`src/rtl/mem_access_pkg.sv`:
```
// Shared definitions for the MEM stage: access size codes, FSM states,
// the EX/MEM entry layout and byte-lane helpers.
package mem_access_pkg;

    // Load size codes (funct3)
    localparam logic [2:0] INST_LB  = 3'b000;
    localparam logic [2:0] INST_LH  = 3'b001;
    localparam logic [2:0] INST_LW  = 3'b010;
    localparam logic [2:0] INST_LBU = 3'b100;
    localparam logic [2:0] INST_LHU = 3'b101;
    // Store size codes (funct3)
    localparam logic [2:0] INST_SB  = 3'b000;
    localparam logic [2:0] INST_SH  = 3'b001;
    localparam logic [2:0] INST_SW  = 3'b010;

    typedef enum logic {
        MEM_IDLE   = 1'b0,
        MEM_ACCESS = 1'b1
    } mem_state_e;

    // EX/MEM pipeline entry
    typedef struct packed {
        logic [4:0]  rd_addr;
        logic [31:0] rd_data;
        logic        rd_wen;
        logic [31:0] addr;
        logic [31:0] data;
        logic [2:0]  size;
        logic        we;
        logic        re;
        logic        misalign;  // memory op that will be suppressed
    } exm_t;

    // Halfwords need addr[0]=0, words need addr[1:0]=0; bytes always fit.
    function automatic logic is_aligned(input logic [2:0] size, input logic [1:0] lo);
        case (size[1:0])
            2'b00:   is_aligned = 1'b1;
            2'b01:   is_aligned = ~lo[0];
            default: is_aligned = (lo == 2'b00);
        endcase
    endfunction

    function automatic logic [3:0] byte_en(input logic [2:0] size, input logic [1:0] lo);
        case (size[1:0])
            2'b00:   byte_en = 4'b0001 << lo;
            2'b01:   byte_en = 4'b0011 << {lo[1], 1'b0};
            default: byte_en = 4'b1111;
        endcase
    endfunction

    // Replicate store data into every lane so the byte enables pick the right one.
    function automatic logic [31:0] store_data(input logic [2:0] size, input logic [31:0] d);
        case (size[1:0])
            2'b00:   store_data = {4{d[7:0]}};
            2'b01:   store_data = {2{d[15:0]}};
            default: store_data = d;
        endcase
    endfunction

endpackage

```
`src/rtl/mem_access_load_align.sv`:
```
// Load data alignment: picks the addressed lane out of the bus word and
// sign- or zero-extends it according to the load size.
module mem_access_load_align
    import mem_access_pkg::*;
(
    input  logic [31:0] rdata,
    input  logic [1:0]  addr_lo,
    input  logic [2:0]  size,
    output logic [31:0] data
);

    logic [7:0]  lane_b;
    logic [15:0] lane_h;

    // Lane select followed by extension
    always_comb begin
        case (addr_lo)
            2'd0:    lane_b = rdata[7:0];
            2'd1:    lane_b = rdata[15:8];
            2'd2:    lane_b = rdata[23:16];
            default: lane_b = rdata[31:24];
        endcase
        lane_h = addr_lo[1] ? rdata[31:16] : rdata[15:0];
        case (size)
            INST_LB:  data = {{24{lane_b[7]}}, lane_b};
            INST_LBU: data = {24'd0, lane_b};
            INST_LH:  data = {{16{lane_h[15]}}, lane_h};
            INST_LHU: data = {16'd0, lane_h};
            default:  data = rdata;
        endcase
    end

endmodule

```
`src/rtl/mem_access.sv`:
```
// RV32I MEM stage: EX/MEM register, data-bus master with timeout and
// misalignment abort, load alignment, MEM/WB register and forwarding taps.
module mem_access
    import mem_access_pkg::*;
#(
    parameter int TIMEOUT = 16
) (
    input  logic        clk,
    input  logic        rst_n,
    input  logic        flush_i,
    input  logic [4:0]  rd_addr_i,
    input  logic [31:0] rd_data_i,
    input  logic        rd_wen_i,
    input  logic [31:0] mem_addr_i,
    input  logic [31:0] mem_data_i,
    input  logic [2:0]  mem_size_i,
    input  logic        mem_we_i,
    input  logic        mem_re_i,
    output logic        dbus_req_o,
    output logic        dbus_we_o,
    output logic [31:0] dbus_addr_o,
    output logic [31:0] dbus_wdata_o,
    output logic [3:0]  dbus_be_o,
    input  logic        dbus_ack_i,
    input  logic [31:0] dbus_rdata_i,
    output logic        hold_o,
    output logic [4:0]  fwd_rd_addr_o,
    output logic [31:0] fwd_rd_data_o,
    output logic        fwd_rd_wen_o,
    output logic        fwd_is_load_o,
    output logic [4:0]  rd_addr_o,
    output logic [31:0] rd_data_o,
    output logic        rd_wen_o,
    output logic        misalign_o,
    output logic        bus_err_o
);

    localparam int             CW       = (TIMEOUT > 1) ? $clog2(TIMEOUT) : 1;
    localparam logic [CW-1:0]  CNT_LAST = CW'(TIMEOUT - 1);

    mem_state_e     state;
    logic [CW-1:0]  wait_cnt;
    exm_t           exm;
    exm_t           ex_in;
    logic           ex_start;
    logic           cnt_last;
    logic [31:0]    load_data;

    // Next EX/MEM entry; a flush turns it into a bubble. The bus transfer is
    // launched on the same edge the entry is captured, so the request is up
    // in the first cycle the entry sits in EX/MEM.
    always_comb begin
        ex_in.rd_addr  = rd_addr_i;
        ex_in.rd_data  = rd_data_i;
        ex_in.rd_wen   = rd_wen_i & ~flush_i;
        ex_in.addr     = mem_addr_i;
        ex_in.data     = mem_data_i;
        ex_in.size     = mem_size_i;
        ex_in.we       = mem_we_i & ~flush_i;
        ex_in.re       = mem_re_i & ~flush_i;
        ex_in.misalign = (ex_in.we | ex_in.re) & ~is_aligned(mem_size_i, mem_addr_i[1:0]);
        ex_start       = (ex_in.we | ex_in.re) & ~ex_in.misalign;
    end

    assign hold_o   = (state == MEM_ACCESS) & ~dbus_ack_i;
    assign cnt_last = (wait_cnt == CNT_LAST);

    // EX/MEM capture, frozen while a transfer is outstanding
    always_ff @(posedge clk or negedge rst_n) begin
        if (!rst_n)       exm <= '0;
        else if (!hold_o) exm <= ex_in;
    end

    // Bus FSM: back-to-back accesses re-enter ACCESS straight from the ack edge
    always_ff @(posedge clk or negedge rst_n) begin
        if (!rst_n) begin
            state    <= MEM_IDLE;
            wait_cnt <= '0;
        end else begin
            case (state)
                MEM_IDLE: begin
                    if (ex_start) begin
                        state    <= MEM_ACCESS;
                        wait_cnt <= '0;
                    end
                end
                MEM_ACCESS: begin
                    if (dbus_ack_i) begin
                        state    <= ex_start ? MEM_ACCESS : MEM_IDLE;
                        wait_cnt <= '0;
                    end else if (cnt_last) begin
                        state    <= MEM_IDLE;
                    end else begin
                        wait_cnt <= wait_cnt + CW'(1);
                    end
                end
                default: state <= MEM_IDLE;
            endcase
        end
    end

    mem_access_load_align u_load_align (
        .rdata   (dbus_rdata_i),
        .addr_lo (exm.addr[1:0]),
        .size    (exm.size),
        .data    (load_data)
    );

    // MEM/WB: memory ops retire on ack, everything else one edge after
    // capture; a memory op still sitting in EX/MEM while IDLE was already
    // aborted or suppressed and retires as a bubble.
    always_ff @(posedge clk or negedge rst_n) begin
        if (!rst_n) begin
            rd_addr_o  <= '0;
            rd_data_o  <= '0;
            rd_wen_o   <= 1'b0;
            misalign_o <= 1'b0;
            bus_err_o  <= 1'b0;
        end else begin
            misalign_o <= 1'b0;
            bus_err_o  <= 1'b0;
            if (state == MEM_ACCESS) begin
                if (dbus_ack_i) begin
                    rd_addr_o <= exm.rd_addr;
                    rd_data_o <= load_data;
                    rd_wen_o  <= exm.re & exm.rd_wen & (exm.rd_addr != 5'd0);
                end else begin
                    rd_wen_o  <= 1'b0;
                    bus_err_o <= cnt_last;
                end
            end else begin
                rd_addr_o  <= exm.rd_addr;
                rd_data_o  <= exm.rd_data;
                rd_wen_o   <= exm.rd_wen & ~exm.we & ~exm.re & (exm.rd_addr != 5'd0);
                misalign_o <= exm.misalign;
            end
        end
    end

    assign dbus_req_o    = (state == MEM_ACCESS);
    assign dbus_we_o     = exm.we;
    assign dbus_addr_o   = {exm.addr[31:2], 2'b00};
    assign dbus_wdata_o  = store_data(exm.size, exm.data);
    assign dbus_be_o     = byte_en(exm.size, exm.addr[1:0]);

    assign fwd_rd_addr_o = exm.rd_addr;
    assign fwd_rd_data_o = exm.rd_data;
    assign fwd_rd_wen_o  = exm.rd_wen & ~exm.we & (exm.rd_addr != 5'd0);
    assign fwd_is_load_o = exm.re;

endmodule

```
`config.mk`:
```
export PLATFORM = sky130hd
export DESIGN_NAME = mem_access
export DESIGN_NICKNAME = d
export VERILOG_FILES = /design/src/rtl/mem_access_pkg.sv /design/src/rtl/mem_access_load_align.sv /design/src/rtl/mem_access.sv
export SDC_FILE = /design/constraint.sdc
export NUM_CORES = 1
export LEC_CHECK = 0
export ABC_CLOCK_PERIOD_IN_PS = 1800
export CAP_MARGIN = 40
export CORE_ASPECT_RATIO = 1.5
export CORE_UTILIZATION = 40
export DETAILED_ROUTE_END_ITERATION = 12
export PLACE_DENSITY = 0.81
export SETUP_SLACK_MARGIN = 0.5
export SLEW_MARGIN = 25
export SYNTH_ARGS = -nofsm -noshare
export SYNTH_HDL_FRONTEND = slang
export SYNTH_SLANG_ARGS = --single-unit
```
`constraint.sdc`:
```
create_clock -name clk -period 1.8 [get_ports clk]
set_clock_uncertainty 0.15 [all_clocks]
set_input_delay 0.18 -clock clk [delete_from_list [all_inputs] [get_ports clk]]
set_output_delay 0.18 -clock clk [all_outputs]
set_load 0.03 [all_outputs]
```
==> impl_table.tex <==
\begin{tabular}{lr}
\hline
Metric & Value \\
\hline
\multicolumn{2}{l}{\textbf{Critical path}} \\
\quad Highest net fanout along the worst path & 7 \\
\quad Critical path class & flop to flop \\
\quad Critical path endpoint category & flop \\
\quad Required time worst endpoint & 2.00 ns \\
\quad Data arrival, critical path & 2.31 ns \\
\quad Worst Setup Start Kind & flop \\
\multicolumn{2}{l}{\textbf{Synth}} \\
\quad Synthesized area per cell & 8.52 um2 \\
\quad Proportion of register bits with asynchronous set or reset after synthesis & 100\% \\
\quad Portion of the post-synthesis area used by sequential elements & 49.5\% \\
\quad Count of flip-flops with a built-in enable after synthesis & 0 \\
\quad Flop and latch count out of synthesis & 153 \\
\quad Netlist Area Pre-Place & 7730 um2 \\
\quad Synth Instances & 908 \\
\quad Yosys synthesis warning count & 0 \\
\quad Synth Flop Type & sky130\_fd\_sc\_hd\_\_dfrtp\_1 \\
\quad Distinct cell type count of the synthesized netlist & 47 \\
\multicolumn{2}{l}{\textbf{Pwr}} \\
\quad LEAKAGE & 0.00735 uW \\
\quad Pwr per Cell Area & 878 nW/um2 \\
\quad Largest voltage drop on the vdd net & 640 uV \\
\multicolumn{2}{l}{\textbf{Place}} \\
\quad Last weighted congestion value of the routability-driven placer & 0.863 \\
\quad Count of input and output buffers & 290 \\
\quad Area post-placement & 10800 um2 \\
\quad Worst Setup Slack post-DPL & -0.267 ns \\
\quad Total half-perimeter wirelength after legalization and detailed placement & 17400 um \\
\multicolumn{2}{l}{\textbf{Clock network}} \\
\quad H-tree lvl count & 4 \\
\quad Cell chosen for the clock root & sky130\_fd\_sc\_hd\_\_clkbuf\_16 \\
\quad Number of buffers created by CTS & 17 \\
\quad CTS clock-pin slew for the worst setup and hold paths & 0.07 ns \\
\quad Number of clock sinks & 153 \\
\quad Clock tree from TritonCTS & built \\
\quad Clock latency reported for the late side of the worst-skew pair & 0.44 ns \\
\quad Max clock buf depth & 2 \\
\multicolumn{2}{l}{\textbf{Timing}} \\
\quad Worst Max-Slew Pin Slew & 0.644 ns \\
\quad Max Transition Viols Final & 0 \\
\quad Achievable frequency & 474 MHz \\
\quad Time the final worst path needs with I/O delays and setup & 2.11 ns \\
\quad Number of endpoints with negative hold slack in the final report & 0 \\
\quad Final number of setup-violating endpoints & 54 \\
\quad Final Hold Slack & 0.0241 ns \\
\quad Setup repair after global routing missed its margin & yes \\
\quad Final worst path period share & 117\% \\
\quad Worst slew margin relative to its limit & 56.9\% \\
\quad Worst path setup slack after routing & -0.310 ns \\
\multicolumn{2}{l}{\textbf{Floorplan}} \\
\quad Die Span Y & 172 um \\
\quad Floorplan die width & 116 um \\
\quad Core ar. & 18700 um2 \\
\quad Core Rows & 61 \\
\quad Initial cell density of the core & 41.4\% \\
\quad I/O pin count & 293 \\
\quad Area of the die & 19900 um2 \\
\multicolumn{2}{l}{\textbf{Global route}} \\
\quad All-layer global routing usage & 27.3\% \\
\quad Via count of the first global-routing pass & 7717 \\
\quad Largest net degree at the start of global routing & 50 \\
\quad Wire length of the first global-routing pass & 40700 um \\
\quad Residual overflow from global routing & 0 \\
\quad Number of antenna violations at the first check in global routing & 2 \\
\multicolumn{2}{l}{\textbf{Min path}} \\
\quad Worst hold path type & input port to async pin \\
\multicolumn{2}{l}{\textbf{Drt}} \\
\quad Final routed DRC violation total & 0 \\
\quad Met2 wirelength from detailed routing & 19300 um \\
\quad Number of iterations in the first detailed-routing pass & 6 \\
\quad ANT nets after route & 0 \\
\quad M1 wire length & 12400 um \\
\quad Number of vias in the routed layout & 8762 \\
\quad Mean routed wirelength per cell & 23.6 um \\
\quad Via density per instance & 5.58 \\
\quad Highest Signal Layer & met4 \\
\quad Routed wire length & 37100 um \\
\quad Detailed router's first-iteration violation count & 785 \\
\quad Met3 wire length & 2940 um \\
\multicolumn{2}{l}{\textbf{Run status}} \\
\quad Status & finished with violations \\
\quad Violations in the final reports & negative setup slack \\
\multicolumn{2}{l}{\textbf{Finish}} \\
\quad Summed area of non-filler cells in the final layout & 15300 um2 \\
\quad Area of combinational cells with multiple inputs & 4570 um2 \\
\quad FF/Latch Area & 3840 um2 \\
\quad Share of the core filled with cells & 82.0\% \\
\quad Most common cell after layout, fill and taps aside & sky130\_fd\_sc\_hd\_\_buf\_6 \\
\quad Ratio of cells with drive above 1 in the final layout & 54.1\% \\
\quad Area overhead of the layout relative to synthesis & 98.3\% \\
\quad Nets & 1446 \\
\quad Number of filler cells placed in the layout & 934 \\
\quad Leading cell types in the layout, fill and taps excluded & sky130\_fd\_sc\_hd\_\_buf\_6, sky130\_fd\_sc\_hd\_\_nand2\_1, sky130\_fd\_sc\_hd\_\_dfrtp\_1 \\
\multicolumn{2}{l}{\textbf{Flow run}} \\
\quad Number of max-cap violations & 0 \\
\hline
\end{tabular}
## flip-flops by register name, indices dropped and copies added, names as in the netlist
| name | cells |
|---|---|
| dbus_we_o | 1 |
| fwd_rd_data_o | 32 |
| bus_err_o | 1 |
| dbus_req_o | 1 |
| fwd_rd_addr_o | 5 |
| exm | 39 |
| dbus_addr_o | 30 |
| misalign_o | 1 |
| rd_addr_o | 5 |
| fwd_is_load_o | 1 |
| wait_cnt | 4 |
| rd_wen_o | 1 |
| rd_data_o | 32 |
## final timing paths
check	start	end	cells past startpoint	slack, ns
max	exm[3]	rd_data_o[22]	8	-0.31
min	rst_n	exm[6]	2	0.02
max reg2reg	exm[3]	rd_data_o[22]	8	-0.31
min reg2reg	exm[35]	exm[35]	2	0.33
max in group asynchronous	rst_n	dbus_req_o	3	0.84
min in group clk	mem_size_i[1]	dbus_req_o	4	0.09
## what timing repair did
item / CTS / global route
hold buffers: 2 / 1
pin swaps: 56 / 149
hold endpoints to repair: 154 / 1
gates resized for setup: 1083 / 344
setup buffers: 75 / 57
setup endpoints to repair: 299 / 300
cloned: 8 / 29
## power breakdown
group          total [uW]  internal [uW]  switching (uW)
Sequential           4260           3850             413
Clock                3620           2050            1570
Combinational        5580           2710            2870
Total               13500           8610            4850
## through the flow
stage	cells	TNS, ns	power (uW)
after CTS	1480	-6.90	12200
after floorplan	909	0	6390
after global routing	1569	-11.08	13900
final	1569	-8.69	13500
after detailed placement	1363	-6.14	7770
after global placement	1363	-5.49	7710
## area by class of cell
class	count	area share (%)
Antenna cell	2	0.0326
Tap cell	252	2.06
Timing Repair Buffer	509	38.5
Inverter	30	0.840
Clock inverter	14	0.979
Multi-Input combinational cell	591	29.8
Sequential cell	153	25.0
Clock buffer	18	2.80
## metal layers
metal	vias to the layer above	track usage [%]
met1	4324	29.2
li1	3720	-
met3	191	6.94
met4	0	17.4
met5	-	0
met2	527	47.3
## logic make-up after synthesis
family	after synthesis	share of synthesized area [%]
simple gates	402	20.4
buf+inv	165	12.1
compound gates	153	13.0
flops	153	49.5
mux	33	4.74
fa+ha+maj	1	0.162
other cells	1	0.0485
## cell usage after synthesis, types with 2 or more instances
master / instances / area, um2
sky130_fd_sc_hd__dfrtp_1: 153 / 3830
sky130_fd_sc_hd__o311ai_1: 10 / 87.6
sky130_fd_sc_hd__nor2_1: 28 / 105
sky130_fd_sc_hd__buf_4: 78 / 586
sky130_fd_sc_hd__buf_2: 9 / 45.0
sky130_fd_sc_hd__nand2_1: 352 / 1320
sky130_fd_sc_hd__a22oi_1: 7 / 52.6
sky130_fd_sc_hd__o31ai_1: 2 / 15.0
sky130_fd_sc_hd__o2bb2ai_1: 9 / 78.8
sky130_fd_sc_hd__o22ai_1: 17 / 106
sky130_fd_sc_hd__mux2i_1: 16 / 160
sky130_fd_sc_hd__nand2b_1: 2 / 12.5
sky130_fd_sc_hd__a221oi_1: 3 / 26.3
sky130_fd_sc_hd__nand3b_1: 4 / 30.0
sky130_fd_sc_hd__clkbuf_1: 40 / 150
sky130_fd_sc_hd__nor3_1: 2 / 10.0
sky130_fd_sc_hd__o21bai_1: 4 / 30.0
sky130_fd_sc_hd__buf_6: 2 / 22.5
sky130_fd_sc_hd__o21ai_1: 10 / 50.1
sky130_fd_sc_hd__or2_2: 2 / 12.5
sky130_fd_sc_hd__o21ai_0: 33 / 165
sky130_fd_sc_hd__a21oi_1: 21 / 105
sky130_fd_sc_hd__a211oi_1: 6 / 45.0
sky130_fd_sc_hd__o311ai_0: 6 / 52.6
sky130_fd_sc_hd__buf_1: 6 / 22.5
sky130_fd_sc_hd__inv_1: 30 / 113
sky130_fd_sc_hd__mux2_2: 16 / 180
sky130_fd_sc_hd__a31oi_1: 19 / 119
sky130_fd_sc_hd__nor2b_1: 3 / 18.8
## critical path: stages, from the launching register on
cell	delay, ns
sky130_fd_sc_hd__dfrtp_2	0.44
sky130_fd_sc_hd__buf_6	0.15
sky130_fd_sc_hd__buf_6	0.11
sky130_fd_sc_hd__or3b_4	0.38
sky130_fd_sc_hd__a32oi_4	0.20
sky130_fd_sc_hd__buf_12	0.17
sky130_fd_sc_hd__clkbuf_16	0.18
sky130_fd_sc_hd__o311ai_2	0.09
sky130_fd_sc_hd__o21ai_1	0.14
(Power assumes the default switching activity.)
